--- config.mk ---
export PLATFORM = sky130hd
export DESIGN_NAME = data_mem_ws
export DESIGN_NICKNAME = d
export VERILOG_FILES = /design/src/rtl/data_mem_pkg.sv /design/src/rtl/dm_byte_array.sv /design/src/rtl/data_mem_ws.sv
export SDC_FILE = /design/constraint.sdc
export NUM_CORES = 1
export LEC_CHECK = 0
export BUFFER_PORTS_ARGS = -buffer_cell sky130_fd_sc_hd__buf_2
export CORE_ASPECT_RATIO = 0.5
export CORE_MARGIN = 1.5
export CORE_UTILIZATION = 55
export CTS_CLUSTER_DIAMETER = 120
export DETAILED_ROUTE_END_ITERATION = 12
export GPL_TIMING_DRIVEN = 0
export MAX_ROUTING_LAYER = met4
export PLACE_DENSITY = 0.76
export SLEW_MARGIN = 20
export SYNTH_ARGS = -nofsm -noshare
export SYNTH_HDL_FRONTEND = slang
export SYNTH_SLANG_ARGS = --single-unit
export TNS_END_PERCENT = 1
--- constraint.sdc ---
create_clock -name clk -period 8.2 [get_ports clk]
set_input_delay 0.82 -clock clk [delete_from_list [all_inputs] [get_ports clk]]
set_output_delay 0.82 -clock clk [all_outputs]
set_load 0.05 [all_outputs]
--- src/rtl/data_mem_pkg.sv ---
// Shared types and encodings for the wait-state data memory.
package data_mem_pkg;

  typedef enum logic [1:0] {
    IDLE = 2'd0,
    WAIT = 2'd1,
    DONE = 2'd2
  } state_e;

  localparam logic SZ_BYTE = 1'b0;
  localparam logic SZ_WORD = 1'b1;

  // Wide enough for the largest supported wait-state count (15).
  localparam int unsigned CNT_W = 4;

endpackage

--- src/rtl/dm_byte_array.sv ---
// Byte-lane addressable storage: per-lane synchronous write, asynchronous read.
module dm_byte_array #(
  parameter int unsigned BYTES = 2,
  parameter int unsigned DEPTH = 32,
  parameter int unsigned AW    = 5
) (
  input  logic               clk,
  input  logic [BYTES-1:0]   we_i,
  input  logic [AW-1:0]      waddr_i,
  input  logic [8*BYTES-1:0] wdata_i,
  input  logic [AW-1:0]      raddr_i,
  output logic [8*BYTES-1:0] rdata_c_o
);

  // Contents start at zero and are deliberately outside the reset domain.
  logic [8*BYTES-1:0] mem_q [DEPTH] = '{default: '0};

  always_ff @(posedge clk) begin
    for (int b = 0; b < int'(BYTES); b++) begin
      if (we_i[b]) mem_q[waddr_i][8*b +: 8] <= wdata_i[8*b +: 8];
    end
  end

  assign rdata_c_o = mem_q[raddr_i];

endmodule

--- src/rtl/data_mem_ws.sv ---
// Data memory with req/ready handshake, programmable wait states, byte-lane
// stores and access-fault reporting.
module data_mem_ws
  import data_mem_pkg::*;
#(
  parameter int unsigned DATA_W      = 16,
  parameter int unsigned ADDR_W      = 16,
  parameter int unsigned DEPTH       = 32,
  parameter int unsigned WAIT_CYCLES = 2
) (
  input  logic              clk,
  input  logic              rst_n,
  input  logic              req_i,
  input  logic              we_i,
  input  logic              size_i,
  input  logic [ADDR_W-1:0] addr_i,
  input  logic [DATA_W-1:0] wdata_i,
  output logic              ready_o,
  output logic [DATA_W-1:0] rdata_o,
  output logic              fault_o,
  output logic              busy_o
);

  localparam int unsigned BYTES = DATA_W / 8;
  localparam int unsigned OFF_W = $clog2(BYTES);
  localparam int unsigned IDX_W = ADDR_W - OFF_W;
  localparam int unsigned AW    = (DEPTH > 1) ? $clog2(DEPTH) : 1;

  state_e             state_q, state_d;
  logic [CNT_W-1:0]   cnt_q, cnt_d;
  logic               we_q, size_q;
  logic [ADDR_W-1:0]  addr_q;
  logic [DATA_W-1:0]  wdata_q;
  logic               ready_q, ready_d, fault_q, fault_d, busy_q, busy_d;
  logic [DATA_W-1:0]  rdata_q, rdata_d;

  logic               accept_c, fault_c, enter_done_c;
  logic               acc_we, acc_size;
  logic [ADDR_W-1:0]  acc_addr;
  logic [DATA_W-1:0]  acc_wdata;
  logic [IDX_W-1:0]   idx_c;
  logic [OFF_W-1:0]   lane_c;
  logic [BYTES-1:0]   lane_we_c;
  logic [DATA_W-1:0]  wr_data_c, rd_word_c;

  assign accept_c = (state_q == IDLE) && req_i;

  // Live inputs on the accept edge (WAIT_CYCLES=0 completes there), latched copy later.
  always_comb begin
    acc_we    = we_q;
    acc_size  = size_q;
    acc_addr  = addr_q;
    acc_wdata = wdata_q;
    if (state_q == IDLE) begin
      acc_we    = we_i;
      acc_size  = size_i;
      acc_addr  = addr_i;
      acc_wdata = wdata_i;
    end
  end

  assign idx_c   = acc_addr[ADDR_W-1:OFF_W];
  assign lane_c  = acc_addr[OFF_W-1:0];
  assign fault_c = (64'(idx_c) >= 64'(DEPTH)) ||
                   ((acc_size == SZ_WORD) && (lane_c != '0));

  always_ff @(posedge clk or negedge rst_n) begin
    if (!rst_n) begin
      state_q <= IDLE;
      cnt_q   <= '0;
    end else begin
      state_q <= state_d;
      cnt_q   <= cnt_d;
    end
  end

  // Faulting accesses skip the wait states entirely.
  always_comb begin
    state_d = state_q;
    cnt_d   = cnt_q;
    case (state_q)
      IDLE: begin
        if (req_i) begin
          if (fault_c || (WAIT_CYCLES == 0)) begin
            state_d = DONE;
          end else begin
            state_d = WAIT;
            cnt_d   = CNT_W'(WAIT_CYCLES - 1);
          end
        end
      end
      WAIT: begin
        if (cnt_q == '0) state_d = DONE;
        else             cnt_d   = cnt_q - CNT_W'(1);
      end
      DONE:    state_d = IDLE;
      default: state_d = IDLE;
    endcase
  end

  always_comb begin
    enter_done_c = (state_d == DONE);
    lane_we_c    = '0;
    wr_data_c    = (acc_size == SZ_WORD) ? acc_wdata : {BYTES{acc_wdata[7:0]}};
    ready_d      = enter_done_c;
    fault_d      = enter_done_c && fault_c;
    busy_d       = (state_d != IDLE);
    rdata_d      = rdata_q;
    if (enter_done_c) begin
      if (fault_c) begin
        rdata_d = '0;
      end else if (acc_we) begin
        lane_we_c = (acc_size == SZ_WORD) ? {BYTES{1'b1}} : (BYTES'(1) << lane_c);
      end else begin
        rdata_d = (acc_size == SZ_WORD) ? rd_word_c
                                        : DATA_W'(8'(rd_word_c >> {lane_c, 3'b000}));
      end
    end
  end

  always_ff @(posedge clk or negedge rst_n) begin
    if (!rst_n) begin
      we_q    <= 1'b0;
      size_q  <= 1'b0;
      addr_q  <= '0;
      wdata_q <= '0;
    end else if (accept_c) begin
      we_q    <= we_i;
      size_q  <= size_i;
      addr_q  <= addr_i;
      wdata_q <= wdata_i;
    end
  end

  always_ff @(posedge clk or negedge rst_n) begin
    if (!rst_n) begin
      ready_q <= 1'b0;
      fault_q <= 1'b0;
      busy_q  <= 1'b0;
      rdata_q <= '0;
    end else begin
      ready_q <= ready_d;
      fault_q <= fault_d;
      busy_q  <= busy_d;
      rdata_q <= rdata_d;
    end
  end

  dm_byte_array #(
    .BYTES (BYTES),
    .DEPTH (DEPTH),
    .AW    (AW)
  ) u_array (
    .clk       (clk),
    .we_i      (lane_we_c),
    .waddr_i   (AW'(idx_c)),
    .wdata_i   (wr_data_c),
    .raddr_i   (AW'(idx_c)),
    .rdata_c_o (rd_word_c)
  );

  assign ready_o = ready_q;
  assign fault_o = fault_q;
  assign busy_o  = busy_q;
  assign rdata_o = rdata_q;

endmodule

Word level (Yosys, flattened, before mapping)
Memory sizes are Yosys's and may differ from the RTL's.
Cells that the tools add are included.
- add/subtract/negate cells: 1
- $lt $le $gt $ge: 1
- eq/ne operators: 6
- shifts and indexed selects: 2
- multiplexer cells: 24
- reduce and logical (&&, ||, !) cells: 10
- operator list (operator ; count):
    $mux W16 ; 6
    $shr A16 B4 Y8 ; 1
    $ge A15 B6 Y1 const B ; 1
    $mux W2 ; 7
    $mux W4 ; 3
    $ne A2 B2 Y1 const B ; 4
    $pmux W4 S2 ; 1
    $mux W1 ; 6
    $logic_not A4 Y1 ; 1
    $pmux W2 S2 ; 1
    $reduce_and A4 Y1 ; 1
    $reduce_bool A2 Y1 ; 2
    $sub A4 B1 Y4 const B ; 1
    $logic_and A1 B1 Y1 ; 3
    $eq A2 B1 Y1 const B ; 1
    $eq A2 B2 Y1 const B ; 1
    $logic_not A2 Y1 ; 1
    $reduce_and A2 Y1 ; 1
    $shl A1 B1 Y2 const A ; 1
    $logic_or A1 B1 Y1 ; 1
- bits in registers: 59
- RAM bits: 512
- output and inout port bits: 19
- logic and storage cells: 55
- memories: 1
- memories (memory ; words ; bits a word ; read ports ; clocked after memory_dff ; write ports ; line ; text):
    u_array.mem_q ; 32 ; 16 ; 1 ; 0 ; 1 ; dm_byte_array.sv:16 ; logic [8*BYTES-1:0] mem_q [DEPTH] = '{default: '0};

Longest topological paths before layout
Gate-level depths: netlist of run 1.
- depth in word-level cells: 11
- depth in mapped cells: 11
- gate-level depth less buffers: 8

Cells and area by module
From an unflattened synthesis of run 1, not the netlist that was laid out.
- cells, all modules: 1470
- area, all modules: 23257.3 um^2
- by module, submodules not included (module ; instances ; cells an instance ; area an instance (um^2) ; sequential area each (um^2)):
    dm_byte_array ; 1 ; 1172 ; 20398.3 ; 15374.7
    data_mem_ws ; 1 ; 298 ; 2859.0 ; 1476.4

Worst setup path after synthesis of run 1
OpenSTA, ideal clock, no wires.
- path type: reg2reg
- from: reg state_q[1]
- to: mem u_array.mem_q[0][10] in the netlist's numbering, data pin
- setup time: 0.454 ns
- arrival: 2.995 ns
- required time: 7.746 ns
- path slack: 4.751 ns
- stages on the path, launching flop included: 9
- buffers on the path: 5
- path through: dfrtp_1 buf_6 nor2_8 buf_6 buf_6 clkbuf_1 buf_2 mux2i_1 o21ai_0
- cells in the longest elaborated chain, start to end: 3
- elaborated cells on any way between the ends: 4
- those cells by class: mux (3); reduce/logical (1)
- ends and longest elaborated chain (element ; line ; text):
    start: declaration ; data_mem_ws.sv:29 ; state_e state_q, state_d;
    start signal: assignment ; data_mem_ws.sv:72 ; state_q <= state_d;
    $logic_not A2 Y1 * ; data_mem_ws.sv:54 ; if (state_q == IDLE) begin
    $mux W16 or $mux W1 (tied branches) ; data_mem_ws.sv:54 ;
    $mux W16 * ; data_mem_ws.sv:104 ; wr_data_c = (acc_size == SZ_WORD) ? acc_wdata : {BYTES{acc_wdata[7:0]}};
    via u_array.wdata_i[10] ; dm_byte_array.sv:10 ; input logic [8*BYTES-1:0] wdata_i,
    end: declaration ; dm_byte_array.sv:16 ;
The timed path passes the listed nets; every way through them passes the cells marked *.

Final worst setup path of run 1
- from: reg state_q[1]
- to: mem u_array.mem_q[24][2] in the netlist's numbering (enable)
- cells in the longest elaborated chain, start to end: 11
- elaborated cells on any way between the ends: 20
- those cells by class: order compare (1); eq/ne (2); shift (1); mux (13); reduce/logical (3)
- ends and longest elaborated chain (element ; line ; text):
    $logic_not A2 Y1 ; data_mem_ws.sv:54, data_mem_ws.sv:81 ;
    $mux W16 or $mux W1 (tied branches) ; data_mem_ws.sv:54 ;
    $ge A15 B6 Y1 or $logic_and A1 B1 Y1 (tied branches) ; data_mem_ws.sv:64, data_mem_ws.sv:65 ;
    $logic_or A1 B1 Y1 ; data_mem_ws.sv:64 ; assign fault_c = (64'(idx_c) >= 64'(DEPTH)) ||
    $mux W2 ; data_mem_ws.sv:84 ; if (fault_c || (WAIT_CYCLES == 0)) begin
    $mux W2 ; data_mem_ws.sv:83 ; if (req_i) begin
    $pmux W2 S2 ; data_mem_ws.sv:81 ; case (state_q)
    $eq A2 B2 Y1 ; data_mem_ws.sv:102 ; enter_done_c = (state_d == DONE);
    $mux W2 ; data_mem_ws.sv:109 ; if (enter_done_c) begin
    $mux W1 ; dm_byte_array.sv:20 ; if (we_i[b]) mem_q[waddr_i][8*b +: 8] <= wdata_i[8*b +: 8];
    $mux W1 (implied by the code) ; dm_byte_array.sv:20 ;
Parallel ways exist; a longest one is shown, timed or not.

==> flow_metrics.tcl, run 1 <==
set metrics [dict create \
    status "finished, final reports clean" \
    powerDensity_nw_per_um2 248 \
    nets 1899 \
    core_area_um2 42400 \
    root_buffer "clkbuf_16" \
    cts_resized 0 \
    grt_max_degree 60 \
    cp.arrival_ns 4.94 \
    cts.sinks 571 \
    drt_pass1_iterations 5 \
    dieArea_um2 44700 \
    yosysTopAreaCell "edfxtp_1" \
    rsz0062_at_grt "false" \
    dpl.hpwl_mm 47.8 \
    drtIter0Drc 2588 \
    maxSlewViolCount 0 \
    relSlewSlack_pct 10.9 \
    globalplace.congestion 0.987 \
    mappedNetlistArea_um2 23900 \
    die_h_um 150 \
    grt_pass1_wl_mm 101 \
    num_rows 53 \
    min-delay-path-class "in2async" \
    postCtsSetupBuffers 0 \
    drc_errors 0 \
    clock.fmax_mhz 211 \
    numCtsBuffers 49 \
    tightest_slew_ns 1.33 \
    cp-end-kind "register" \
    clk_path_buf_depth 3 \
    setup_violations 0 \
    synthCells 1750 \
    synth-edff-count 512 \
    p_leak_nw 9.31 \
    vias 16500 \
    antenna_left 0 \
    ys_types 79 \
    portBuffers 53 \
    cts_tree "built" \
    drive_above_1_share_pct 15.4 \
    clock_latency_ns 0.59 \
    synth_area_leaders "edfxtp_1 (64%), dfrtp_1 (6.2%), nand2_1 (5.8%), mux2i_1 (3.1%), nand3_1 (1.8%)" \
    grt-ovfl-total 0 \
    grt_pass1_vias 15500 \
    syn2layout_area_growth_pct 12.3 \
    start_kind "register" \
    period_needed_ns 4.74 \
    grt.total_usage_pct 32.5 \
    path_class "reg2reg" \
    crit_required_ns 8.39 \
    n_fill_cell 3030 \
    htree_levels 2 \
    syn_area_per_cell_um2 13.6 \
    final_common_cell "edfxtp_1" \
    path_clk_slew_ns 0.07 \
    reg2reg_slack_ns 3.46 \
    synthArstFlopShare_pct 10.3 \
    synth_ff_type "edfxtp_1" \
    ir_drop_uv 170 \
    die_x_um 298 \
    grt_antenna_before_repair 1 \
    routed_wl_mm 70.2 \
    routed_via_density 6.65 \
    yosysSeqAreaShare_pct 70.6 \
    stdcell_area_um2 26800 \
    fin_setup_tns_ns 0 \
    post_drt_wl_per_cell_um 28.3 \
    yosys_warnings 0 \
    reg2regPathDepth 8 \
    fin_hold_ws_ns 0.328 \
    dpl_cell_area_um2 25100 \
    final_cell_mix "edfxtp_1 (512), nand2_1 (361), nor2_1 (113), buf_2 (95), nand3_1 (87)" \
    path_max_fanout 10 \
    io_pins 56 \
    synth_seq_cells 571 \
    synth_top_cell_area_share_pct 64.4 \
    post-route-period-util_pct 57.8 \
    ctsHoldBuffers 0 \
    clock_skew_ns 0.0242 \
    max_cap_viol_count 0 \
    initial_core_util_pct 56.3 \
    synth_nets 1789 \
    hold_viol 0 \
]
[metrics by stage]
stage | setup WS (ns) | utilization (%) | std cells | power, mW
3_3_place_gp | 2.14 | 58.6 | 2380 | 4.19
2_1_floorplan | 4.75 | - | 1750 | 3.85
6_report | 3.46 | 63.2 | 2478 | 6.65
3_5_place_dp | 3.64 | 59.2 | 2386 | 4.23
4_1_cts | 3.72 | 63.2 | 2477 | 6.59
5_1_grt | 3.56 | 63.2 | 2478 | 6.78
[metal layers]
| metal | part of all wire (%) | vias up | GRT usage (%) | routed length [um] |
|---|---|---|---|---|
| met5 | 0 | - | - | 0 |
| met1 | 38 | 8113 | 43.4 | 26800 |
| met3 | 15 | 201 | 11.0 | 10500 |
| li1 | - | 6869 | - | - |
| met2 | 43 | 1289 | 47.1 | 30300 |
| met4 | 3.7 | 0 | 10.9 | 2620 |
[cell usage after synthesis, types with 12 or more instances]
library cell,n
nand2_1,369
mux2_2,24
o211ai_1,14
and3_1,12
buf_2,43
edfxtp_1,512
nand4_1,68
o21ai_0,53
clkbuf_1,40
a32o_1,12
nand3_1,87
dfrtp_1,59
nor3_1,12
a221oi_1,12
a32oi_1,18
mux4_2,17
mux2i_1,73
nor2_1,114
a31oi_1,20
[worst paths after layout]
check,start,endpoint
max,state_q[1],u_array.mem_q[24][2]
min,rst_n,wdata_q[2]
max reg2reg,state_q[1],u_array.mem_q[24][2]
min reg2reg,wdata_q[11],wdata_q[11]
max in group asynchronous,rst_n,rdata_o[8]
min in group clk,wdata_i[13],wdata_q[13]
[where the power goes]
part | switching [mW] | internal [mW]
Combinational | 0.673 | 0.243
Clock | 1.08 | 1.35
Sequential | 0.0192 | 3.28
Total | 1.77 | 4.87
[critical path, stage by stage (launching register included)]
cell and delay [ns]:
dfrtp_1 0.44, buf_6 0.18, nor2_8 0.21, buf_6 0.23, mux2i_1 0.84, buf_2 0.47
buf_2 0.38, nand4_1 0.53, nor2_1 1.04
[area by class of cell]
cell class | instances | area (um^2) | share of cell area, %
buffer | 109 | 592 | 2.21
inverter | 9 | 33.8 | 0.126
clock inverter | 31 | 315 | 1.18
multi-input combinational | 1061 | 6500 | 24.3
sequential | 571 | 16900 | 62.9
antenna | 1 | 2.50 | 0.00934
tap | 577 | 722 | 2.70
timing repair buffer | 59 | 409 | 1.53
clock buffer | 60 | 1360 | 5.08
[sequential cells by signal, indices dropped and copies added, names as in the netlist]
register	count
rdata_o	16
wdata_q	16
fault_o	1
size_q	1
state_q	2
addr_q	16
busy_o	1
ready_o	1
u_array.mem_q	512
cnt_q	4
we_q	1
[logic make-up after synthesis]
logic type	share of synthesized area, %
and+or+nand+nor	13.8
DFF	70.6
AOI/OAI and AO/OA	6.73
buffers and inverters	2.62
muxes	5.98
xor gates and xnor gates	0.110
adders and majority gates	0.105
No activity file was read; power rests on OpenSTA's default activity.
==> run 2: changes to the inputs <==
Settings changed: ABC_AREA from default to 1, PLACE_DENSITY 0.76 to 0.79.
Clock period 8.2 ns to 4.25 ns, I/O delays scaled along.
==> flow_metrics.tcl, run 2 <==
set metrics [dict create \
    clk_path_buf_depth 3 \
    largest_reg_flops 512 \
    synthArstFlopShare_pct 10.3 \
    reg2regPathDepth 8 \
    io_pins 56 \
    grt_pass1_wl_mm 107 \
    comb_power_share_pct 15.7 \
    grt.total_usage_pct 29.9 \
    internal_power_mw 9.32 \
    p_seq_share_pct 49.2 \
    startpoint "state_q[0]" \
    drtIter0Drc 3064 \
    initial_core_util_pct 56.1 \
    syn2layout_area_growth_pct 12.5 \
    grt-ovfl-total 0 \
    cp.arrival_ns 3.81 \
    tightest_slew_ns 1.19 \
    ir_drop_uv 345 \
    synth_nets 2981 \
    status "finished, final reports clean" \
    max_flop_register "u_array.mem_q" \
    clock_power_share_pct 35.1 \
    maxSlewViolCount 0 \
    path_max_fanout 10 \
    n_fill_cell 3714 \
    p_leak_nw 14.1 \
    relSlewSlack_pct 20.0 \
    root_buffer "clkbuf_16" \
    die_x_um 313 \
    drive_above_1_share_pct 8.44 \
    dpl.hpwl_mm 51.0 \
    rsz0062_at_grt "false" \
    crit_required_ns 4.44 \
    routed_via_density 5.38 \
    final_common_cell "nand2_1" \
    antenna_left 0 \
    period_needed_ns 3.62 \
    core_area_um2 47200 \
    finish.utilization_pct 63.1 \
    numCtsBuffers 50 \
    r2r_end "u_array.mem_q[24][2]" \
    cts_tree "built" \
    dieArea_um2 49500 \
    worstReg2RegStart "state_q[0]" \
    num_rows 56 \
    grt_max_degree 60 \
    reg2reg_slack_ns 0.63 \
    clock_skew_ns 0.0348 \
    ys_types 29 \
    htree_levels 2 \
    powerDensity_nw_per_um2 434 \
    routed_wl_mm 72.0 \
    ys_top_cells_by_count "nand2_1 (1,293), edfxtp_1 (512), inv_1 (509)" \
    post-route-period-util_pct 85.2 \
    portBuffers 55 \
    clock.fmax_mhz 276 \
    start_kind "register" \
    cp_cell_sequence "inv_1 > nand2_2 > buf_2 > o21ai_0 > nor3_1 > clkbuf_1 > nand2_1 > nor2_1" \
    crit_end "u_array.mem_q[24][2]" \
    synth_top_cell_area_share_pct 58.1 \
    max_cap_viol_count 0 \
    nets 3105 \
    syn_area_per_cell_um2 8.99 \
    clock_latency_ns 0.60 \
    hold_viol 0 \
    mappedNetlistArea_um2 26400 \
    fin_setup_tns_ns 0 \
    synth_ff_type "edfxtp_1" \
    path_clk_slew_ns 0.07 \
    path_class "reg2reg" \
    synth_seq_cells 571 \
    cts_resized 0 \
    grt_pass1_vias 18800 \
    min-delay-path-class "in2reg" \
    drc_errors 0 \
    sw_frac_of_total_pct 27.9 \
    synth-edff-count 512 \
    switchingPower_mw 3.60 \
    post_drt_wl_per_cell_um 19.2 \
    globalplace.congestion 0.976 \
    max_stage_delay_ns 0.92 \
    synthCells 2942 \
    yosysSeqAreaShare_pct 63.7 \
    cp-end-kind "register" \
    drt_pass1_iterations 6 \
    die_h_um 158 \
    yosysTopAreaCell "edfxtp_1" \
    vias 20200 \
    synth_area_leaders "edfxtp_1 (58%), nand2_1 (18%), inv_1 (7.2%), dfrtp_1 (5.6%), nand3_1 (2.8%)" \
    yosys_warnings 0 \
    grt_antenna_before_repair 3 \
    critPathSlowestCell "nor2_1" \
    final_cell_mix "nand2_1 (1,293), edfxtp_1 (512), inv_1 (509), nand3_1 (150), buf_2 (114)" \
    cts.sinks 571 \
    setup_violations 0 \
    yosysMostFrequentCell "nand2_1" \
]
==> run 2: changes by cell type in the layout (fill, tap and decap cells not counted), sizes merged, moves of 30 or more <==
cell | before | now
nand2 | 371 | 1302
inv | 10 | 520
mux2i | 75 | 0
nand4 | 68 | 3
nand3 | 88 | 152
o21ai | 57 | 93
nand3b | 0 | 30
==> run 2: cell type report <==
| class | count | area (um^2) | area share (%) |
|---|---|---|---|
| Antenna cell | 1 | 2.50 | 0.00841 |
| Buffer | 133 | 623 | 2.09 |
| Clock buffer | 65 | 1400 | 4.71 |
| Clock inverter | 27 | 190 | 0.639 |
| Inverter | 519 | 1950 | 6.55 |
| Multi-Input combinational cell | 1719 | 7210 | 24.2 |
| Sequential cell | 571 | 16900 | 56.6 |
| Tap cell | 638 | 798 | 2.68 |
| Timing Repair Buffer | 72 | 728 | 2.45 |
==> run 2: power by group through the flow <==
stage,Sequential (mW),Clock (mW),Combinational [mW]
floorplan,6.51,0,1.06
detailed placement,6.48,0,1.96
finish,6.36,4.53,2.03
global route,6.37,4.73,2.17
global placement,6.54,0,1.71
CTS,6.36,4.53,1.98
==> run 2: critical path, delay by kind of cell, from the launching register on <==
family	cells	cell delay, ns
and+or+nand+nor	4	1.69
DFF	1	0.39
buffers and inverters	3	1.03
AOI/OAI and AO/OA	1	0.12
==> run 2: repair_timing <==
item | in CTS | in global routing
hold buffers | 1 | 0
endpoints found under the setup margin | 0 | 0
buffers inserted | 0 | 0
hold endpoints to repair | 59 | 0
==> run 2: worst min path at each step <==
| stage | from | to | slack [ns] | cells past startpoint |
|---|---|---|---|---|
| after CTS | addr_i[13] | addr_q[13] | 0.06 | 3 |
| after global placement | cnt_q[0] | cnt_q[0] | 0.46 | 1 |
| after detailed placement | wdata_q[15] | wdata_q[15] | 0.47 | 2 |
| after floorplan | rst_n | addr_q[0] | 0.13 | 0 |
| after global routing | addr_i[13] | addr_q[13] | 0.07 | 3 |
| final | addr_i[13] | addr_q[13] | 0.07 | 3 |
==> run 2: cells by family after synthesis <==
logic type / synth area share (%)
and+or+nand+nor: 24.3
buffers and inverters: 9.72
DFF: 63.7
AOI/OAI and AO/OA: 2.13
xor gates and xnor gates: 0.0663
adders and majority gates: 0.0946
==> run 2: metrics by stage <==
| step | area (um^2) | std cells | total power [mW] | setup WS, ns | hold WS (ns) |
|---|---|---|---|---|---|
| 2_1_floorplan | 26400 | 2942 | 7.56 | 0.748 | 0.129 |
| 3_3_place_gp | 27500 | 3635 | 8.25 | -3.21 | 0.455 |
| 3_5_place_dp | 28100 | 3651 | 8.44 | 0.773 | 0.471 |
| 4_1_cts | 29700 | 3744 | 12.9 | 0.766 | 0.0595 |
| 5_1_grt | 29700 | 3745 | 13.3 | 0.558 | 0.0692 |
| 6_report | 29700 | 3745 | 12.9 | 0.631 | 0.0691 |
==> run 2: metal layers <==
layer	vias to the layer above	GRT usage [%]	part of all wire, %
met3	169	4.99	12
met4	0	9.41	3.0
met1	9454	40.8	40
met5	-	-	0
li1	9348	-	-
met2	1181	46.2	45
